==> config.mk <==
export PLATFORM = sky130hd
export DESIGN_NAME = mult_div_ctrl_flat
export DESIGN_NICKNAME = d
export VERILOG_FILES = /design/src/rtl/md_pkg.sv /design/src/rtl/mult_div_ctrl_if.sv /design/src/rtl/md_iter_step.sv /design/src/rtl/mult_div_ctrl.sv /design/src/flat_wrapper.sv
export SDC_FILE = /design/constraint.sdc
export NUM_CORES = 1
export LEC_CHECK = 0
export ABC_AREA = 1
export CAP_MARGIN = 15
export CORE_MARGIN = 10
export CORE_UTILIZATION = 50
export DETAILED_ROUTE_END_ITERATION = 7
export GPL_TIMING_DRIVEN = 1
export PLACE_DENSITY = 0.84
export SLEW_MARGIN = 25
export SYNTH_ARGS = -nofsm -noshare
export SYNTH_HDL_FRONTEND = slang
export SYNTH_SLANG_ARGS = --single-unit
==> constraint.sdc <==
create_clock -name clk -period 2.49 [get_ports clk]
set_input_delay 0.498 -clock clk [delete_from_list [all_inputs] [get_ports clk]]
set_output_delay 0.498 -clock clk [all_outputs]
set_load 0.02 [all_outputs]
==> src/rtl/md_pkg.sv <==
// Shared definitions for the multiply/divide sequencer.
//   md_state_e   : sequencer states
//   OP_MULT/DIV  : operation encodings on the op input
//   md_cnt_width : iteration counter width for a given operand width
package md_pkg;

  typedef enum logic [2:0] {
    StIdle,
    StSetup,
    StRun,
    StFix,
    StDone
  } md_state_e;

  localparam logic OP_MULT = 1'b0;
  localparam logic OP_DIV  = 1'b1;

  // Width of a counter that must reach width-1.
  function automatic int unsigned md_cnt_width(input int unsigned width);
    return (width > 1) ? $clog2(width) : 1;
  endfunction

endpackage

==> src/rtl/mult_div_ctrl_if.sv <==
// Request/result bundle between the main control unit and the multiply/divide sequencer.
//   start, op, opa, opb : request strobe, operation and operands (driven by master)
//   busy, done, div_zero: status back to the control unit (driven by slave)
//   hi, lo              : HI/LO result registers (driven by slave)
interface mult_div_ctrl_if #(
  parameter int unsigned WIDTH = 32
) ();

  logic             start;
  logic             op;
  logic [WIDTH-1:0] opa;
  logic [WIDTH-1:0] opb;
  logic             busy;
  logic             done;
  logic             div_zero;
  logic [WIDTH-1:0] hi;
  logic [WIDTH-1:0] lo;

  modport master (
    output start, op, opa, opb,
    input  busy, done, div_zero, hi, lo
  );

  modport slave (
    input  start, op, opa, opb,
    output busy, done, div_zero, hi, lo
  );

endinterface

==> src/rtl/md_iter_step.sv <==
// One iteration of the unsigned multiply/divide engine (purely combinational).
//   op       : OP_MULT = shift-add step, OP_DIV = restoring shift-subtract step
//   acc      : current accumulator {upper, lower}
//   mag      : multiplicand (MULT) or divisor (DIV) magnitude
//   acc_next : accumulator after this step
// MULT: lower half starts as the multiplier; product ends up in {upper, lower}.
// DIV : lower half starts as the dividend; ends as {remainder, quotient}.
module md_iter_step
  import md_pkg::*;
#(
  parameter int unsigned WIDTH = 32
) (
  input  logic               op,
  input  logic [2*WIDTH-1:0] acc,
  input  logic [WIDTH-1:0]   mag,
  output logic [2*WIDTH-1:0] acc_next
);

  logic [WIDTH:0]     mul_sum;
  logic [2*WIDTH-1:0] mul_next;
  logic [WIDTH:0]     div_upper;
  logic [WIDTH:0]     div_diff;
  logic               div_ge;
  logic [2*WIDTH-1:0] div_next;

  always_comb begin
    // Carry of the add lands in the MSB after the right shift.
    mul_sum  = {1'b0, acc[2*WIDTH-1:WIDTH]} + (acc[0] ? {1'b0, mag} : '0);
    mul_next = {mul_sum, acc[WIDTH-1:1]};

    // Partial remainder after shifting in the next dividend bit.
    div_upper = acc[2*WIDTH-1:WIDTH-1];
    div_diff  = div_upper - {1'b0, mag};
    div_ge    = (div_upper >= {1'b0, mag});
    div_next  = div_ge ? {div_diff[WIDTH-1:0], acc[WIDTH-2:0], 1'b1}
                       : {div_upper[WIDTH-1:0], acc[WIDTH-2:0], 1'b0};

    acc_next = (op == OP_DIV) ? div_next : mul_next;
  end

endmodule

==> src/rtl/mult_div_ctrl.sv <==
// Multi-cycle sequencer for the shared signed multiply/divide unit.
//   clk, reset : clock, synchronous active-high reset
//   bus        : slave side of mult_div_ctrl_if (start/op/opa/opb in;
//                busy/done/div_zero/hi/lo out)
// Sequence: IDLE/DONE -start-> SETUP -> RUN (WIDTH steps) -> FIX -> DONE.
// A DIV by zero skips RUN/FIX and leaves hi/lo untouched.
module mult_div_ctrl
  import md_pkg::*;
#(
  parameter int unsigned WIDTH = 32
) (
  input logic             clk,
  input logic             reset,
  mult_div_ctrl_if.slave  bus
);

  localparam int unsigned CntW = md_cnt_width(WIDTH);

  md_state_e          state_q, state_d;
  logic               op_q;
  logic [WIDTH-1:0]   opa_q, opb_q;
  logic               sign_a_q, sign_b_q;
  logic               dz_q;
  logic [WIDTH-1:0]   mag_q;
  logic [2*WIDTH-1:0] acc_q;
  logic [2*WIDTH-1:0] acc_step;
  logic [CntW-1:0]    cnt_q;
  logic [WIDTH-1:0]   hi_q, lo_q;

  logic               last_iter;
  logic               div_by_zero;
  logic [WIDTH-1:0]   abs_a, abs_b;
  logic [2*WIDTH-1:0] prod_fix;
  logic [WIDTH-1:0]   fix_hi, fix_lo;
  logic               fsm_busy, fsm_done, fsm_dz;

  assign last_iter   = (cnt_q == CntW'(WIDTH - 1));
  assign div_by_zero = (op_q == OP_DIV) && (opb_q == '0);

  // Two's-complement negation maps the most negative value onto 2^(WIDTH-1) unsigned.
  assign abs_a = opa_q[WIDTH-1] ? -opa_q : opa_q;
  assign abs_b = opb_q[WIDTH-1] ? -opb_q : opb_q;

  md_iter_step #(
    .WIDTH (WIDTH)
  ) u_step (
    .op       (op_q),
    .acc      (acc_q),
    .mag      (mag_q),
    .acc_next (acc_step)
  );

  // Sign correction applied while in FIX.
  always_comb begin
    prod_fix = (sign_a_q ^ sign_b_q) ? -acc_q : acc_q;
    if (op_q == OP_DIV) begin
      fix_lo = (sign_a_q ^ sign_b_q) ? -acc_q[WIDTH-1:0] : acc_q[WIDTH-1:0];
      fix_hi = sign_a_q ? -acc_q[2*WIDTH-1:WIDTH] : acc_q[2*WIDTH-1:WIDTH];
    end else begin
      fix_lo = prod_fix[WIDTH-1:0];
      fix_hi = prod_fix[2*WIDTH-1:WIDTH];
    end
  end

  // State register.
  always_ff @(posedge clk) begin
    if (reset) begin
      state_q <= StIdle;
    end else begin
      state_q <= state_d;
    end
  end

  // Next-state logic.
  always_comb begin
    state_d = state_q;
    unique case (state_q)
      StIdle, StDone: state_d = bus.start ? StSetup : StIdle;
      StSetup:        state_d = div_by_zero ? StDone : StRun;
      StRun:          state_d = last_iter ? StFix : StRun;
      StFix:          state_d = StDone;
      default:        state_d = StIdle;
    endcase
  end

  // Outputs.
  always_comb begin
    fsm_busy = 1'b0;
    fsm_done = 1'b0;
    fsm_dz   = 1'b0;
    unique case (state_q)
      StSetup, StRun, StFix: fsm_busy = 1'b1;
      StDone: begin
        fsm_done = 1'b1;
        fsm_dz   = dz_q;
      end
      default: ;
    endcase
  end

  // Datapath.
  always_ff @(posedge clk) begin
    if (reset) begin
      op_q     <= OP_MULT;
      opa_q    <= '0;
      opb_q    <= '0;
      sign_a_q <= 1'b0;
      sign_b_q <= 1'b0;
      dz_q     <= 1'b0;
      mag_q    <= '0;
      acc_q    <= '0;
      cnt_q    <= '0;
      hi_q     <= '0;
      lo_q     <= '0;
    end else begin
      unique case (state_q)
        StIdle, StDone: begin
          if (bus.start) begin
            op_q  <= bus.op;
            opa_q <= bus.opa;
            opb_q <= bus.opb;
          end
        end
        StSetup: begin
          sign_a_q <= opa_q[WIDTH-1];
          sign_b_q <= opb_q[WIDTH-1];
          dz_q     <= div_by_zero;
          cnt_q    <= '0;
          // The step operand and the accumulator seed swap roles between MULT and DIV.
          if (op_q == OP_DIV) begin
            mag_q <= abs_b;
            acc_q <= {{WIDTH{1'b0}}, abs_a};
          end else begin
            mag_q <= abs_a;
            acc_q <= {{WIDTH{1'b0}}, abs_b};
          end
        end
        StRun: begin
          acc_q <= acc_step;
          if (!last_iter) begin
            cnt_q <= cnt_q + CntW'(1);
          end
        end
        StFix: begin
          hi_q <= fix_hi;
          lo_q <= fix_lo;
        end
        default: ;
      endcase
    end
  end

  assign bus.busy     = fsm_busy;
  assign bus.done     = fsm_done;
  assign bus.div_zero = fsm_dz;
  assign bus.hi       = hi_q;
  assign bus.lo       = lo_q;

endmodule

==> src/flat_wrapper.sv <==
// flat-port wrapper written by rule: the top's interface ports become plain ports
module mult_div_ctrl_flat import md_pkg::*;
#(
  parameter int unsigned WIDTH = 32
)
  (clk, reset, bus_start, bus_op, bus_opa, bus_opb, bus_busy, bus_done, bus_div_zero, bus_hi, bus_lo);
  mult_div_ctrl_if #(.WIDTH(WIDTH)) bus_i ();
  input logic clk;
  input logic reset;
  input wire logic [$bits(bus_i.start)-1:0] bus_start;
  input wire logic [$bits(bus_i.op)-1:0] bus_op;
  input wire logic [$bits(bus_i.opa)-1:0] bus_opa;
  input wire logic [$bits(bus_i.opb)-1:0] bus_opb;
  output wire logic [$bits(bus_i.busy)-1:0] bus_busy;
  output wire logic [$bits(bus_i.done)-1:0] bus_done;
  output wire logic [$bits(bus_i.div_zero)-1:0] bus_div_zero;
  output wire logic [$bits(bus_i.hi)-1:0] bus_hi;
  output wire logic [$bits(bus_i.lo)-1:0] bus_lo;
  assign bus_i.start = bus_start;
  assign bus_i.op = bus_op;
  assign bus_i.opa = bus_opa;
  assign bus_i.opb = bus_opb;
  assign bus_busy = bus_i.busy;
  assign bus_done = bus_i.done;
  assign bus_div_zero = bus_i.div_zero;
  assign bus_hi = bus_i.hi;
  assign bus_lo = bus_i.lo;
  mult_div_ctrl #(.WIDTH(WIDTH)) u_core (.clk(clk), .reset(reset), .bus(bus_i));
endmodule
==> metrics <==
Slew @ Worst Pin about 900 ps; flop2flop setup slack 40 ps; HPWL Detailed 63.3 mm; FF+latch count, synth 236; antenna violations before repair 4; global-route wire length before repair 120 mm; status completed; Arrival @ worst endpoint 2880 ps; CTS tree built; synthesized area per cell a little under 6 sq um; crit path to u_core.acc_q[41]$_SDFFE_PP0P_; Core Area 0.0385 sq mm; Clk pin slew, worst setup/hold paths 60 ps; CP most frequent cell nand2_1; drt total wl 79.9 mm; Detailed Route Iter0 Violations 2,846; Worst Skew about 43 ps; drt first pass iters 8; Leak 11.8 nW; share of cells above drive strength 1 0.144; GRT Util Overall 0.321; RSZ-0062 raised after global routing yes; delay-heaviest family, CP simple AND/OR/NAND/NOR gates; TritonCTS Buffers 28; # diodes 0; CP max stage delay between 300 and 400 ps; # nets final 3,767; wire length per cell 19.2 um; Crit path required time 2920 ps; count of different cell masters after synthesis 51; synthesized cell area around 0.019 sq mm; Worst Path Buf+Inv 4; Setup CP Type register to register; worst-path cell chain buf_12, nand2_1, inv_1, ha_1, nand2_1, inv_1, nand2_1, nand2_1, nand2_1, nand4_1, o21ai_0, buf_4, nand3_1, nand2_1, a21oi_1; Post-Syn Nets around 3,500; Synth area leaders dfxtp_1 (24%), nand2_1 (17%), inv_1 (8.9%), nand3_1 (8.5%), nor2_1 (6.8%); CTS H-Tree Depth 1; DRC Markers 0; vias per inst 5.61; total number of vias 23,355; setup TNS 0 ps; Row Count 72; register area share after synthesis 0.244; Port Buffers ~130; Yosys warnings 0; crit path from u_core.acc_q[0]$_SDFFE_PP0P_; f_max 407 MHz; Startpoint Class register; synthesis-to-layout area growth 27.7%; stages on the worst setup path 15; height of the die around 220 um; worst-skew pair later-pin latency slightly above 600 ps; Most used DFF post-synth dfxtp_1; largest net degree at the start of global routing 129; share of the synthesized area in the top cell type 0.244; total power 14.7 mW; final hold violations 0; VDD IR max between 0.4 and 0.5 mV; Clock Path Buffers 3; vias in the first global route 21,226; gpl congestion 1.10; EDFF count, synth 0; Setup violations, final 0; Ports 135; ys async rst share 0; post-synth top area cell dfxtp_1; CTS sink count 236; CP Max Fanout 15; CTS Root Cell clkbuf_16; Final Slew Violations 0; Reg-to-Reg Start u_core.acc_q[0]$_SDFFE_PP0P_; Initial Util 0.504; Final period util 0.986; max_cap viols 0; post-route ant nets 0; Place WS -134 ps; minimum clock period after layout 2450 ps; worst hold path type input port to register; power per cell area around 600 mW/mm^2; r2r endpoint u_core.acc_q[41]$_SDFFE_PP0P_; die area roughly 0.047 sq mm; element type at the critical path end register; Worst slew margin 0.408; grt ovf 0; die width roughly 220 um; Syn Inst Count 3,330; Crit-path slowest cell dfxtp_2; worst r2r path cells 15; fin worst setup slack 35.2 ps
layer usage:
layer / wire, um / share of wire / track usage / vias up
li1: - / - / - / 11379
met1: 32900 / 0.41 / 0.415 / 10436
met2: 34900 / 0.44 / 0.505 / 1271
met3: 7380 / 0.092 / 0.0577 / 267
met4: 4750 / 0.059 / 0.160 / 2
met5: 15 / 0.00019 / 0 / -
how the worst min path moves through the flow:
stage               slack (ps)  depth (start not counted)                           end                         start
finish                     220                          4  u_core.state_q[2]$_SDFF_PP0_                         reset
global route               250                          4  u_core.state_q[2]$_SDFF_PP0_                         reset
CTS                        210                          4  u_core.state_q[2]$_SDFF_PP0_                         reset
detailed placement         460                          2  u_core.cnt_q[4]$_SDFFE_PP0P_  u_core.cnt_q[4]$_SDFFE_PP0P_
global placement           450                          2  u_core.cnt_q[4]$_SDFFE_PP0P_  u_core.cnt_q[4]$_SDFFE_PP0P_
floorplan                  440                          2      u_core.dz_q$_SDFFE_PP0P_      u_core.dz_q$_SDFFE_PP0P_
where the power goes:
group	switching, mW	internal [mW]	leakage, nW
logic	3.98	2.29	9.38
clock network	1.82	2.43	0.453
registers	0.215	4.00	1.93
layout make-up:
type | instances | area, sq um
Inverter | 464 | 1740
Multi-Input combinational cell | 2489 | 13100
Tap cell | 518 | 648
Timing Repair Buffer | 408 | 3570
Fill cell | 3697 | 13700
Clock inverter | 14 | 166
Sequential cell | 236 | 4730
Clock buffer | 36 | 781
tightest hold or removal path, cell delays in order:
cell	delay [ps]
buf_2	90
inv_2	40
nand2_1	100
a21oi_1	50
cells in the mapped netlist (25+ instances only):
| cell type | number |
|---|---|
| ha_1 | 70 |
| o211ai_1 | 38 |
| dfxtp_1 | 236 |
| nand4_1 | 55 |
| a31oi_1 | 25 |
| clkbuf_1 | 102 |
| nor2_1 | 350 |
| inv_1 | 458 |
| o21ai_0 | 251 |
| a21oi_1 | 230 |
| xor2_1 | 86 |
| nand3_1 | 330 |
| nor3_1 | 36 |
| nand2_1 | 880 |
| o22ai_1 | 26 |
per-stage QoR:
step	area, sq um	utilization	hold slack, ps	cells
2_1_floorplan	19400	-	441	3330
3_3_place_gp	22900	0.596	455	4107
3_5_place_dp	22900	0.596	461	4107
4_1_cts	23900	0.623	206	4158
5_1_grt	24800	0.644	251	4165
6_report	24800	0.644	222	4165
kinds of logic (layout without fill, tap and decap cells):
logic type	after synthesis	count (layout)	synth area share
buffers and inverters	606	922	0.120
DFF	236	236	0.244
adders and majority gates	72	72	0.0473
xor gates and xnor gates	93	93	0.0420
AOI/OAI and AO/OA	609	609	0.171
and+or+nand+nor	1714	1715	0.375
flip-flops by register name, summed over array words and instances (netlist names):
name / count
u_core.sign_b_q: 1
u_core.bus.lo: 32
u_core.dz_q: 1
u_core.acc_q: 64
u_core.cnt_q: 5
u_core.bus.hi: 32
u_core.opb_q: 32
u_core.opa_q: 32
u_core.op_q: 1
u_core.sign_a_q: 1
u_core.state_q: 3
u_core.mag_q: 32
repair_timing:
| item | 4_1_cts | 5_1_grt |
|---|---|---|
| cloned | 0 | 1 |
| setup endpoints to repair | 21 | 46 |
| buffers inserted | 1 | 6 |
| hold buffers | 0 | 0 |
| pin swaps | 1 | 9 |
| gates resized for setup | 18 | 171 |
cell usage in the layout, fill, tap and decap left out, types with 37 or more instances in the layout:
master,instances
nand3_1,327
o211ai_1,38
a21oi_1,206
clkdlybuf4s50_1,131
o21ai_0,241
ha_1,37
buf_4,258
nand4_1,55
nor2_1,316
nand2_1,852
dfxtp_1,231
xor2_1,85
inv_1,447
Power figures use the tool's default switching activity.
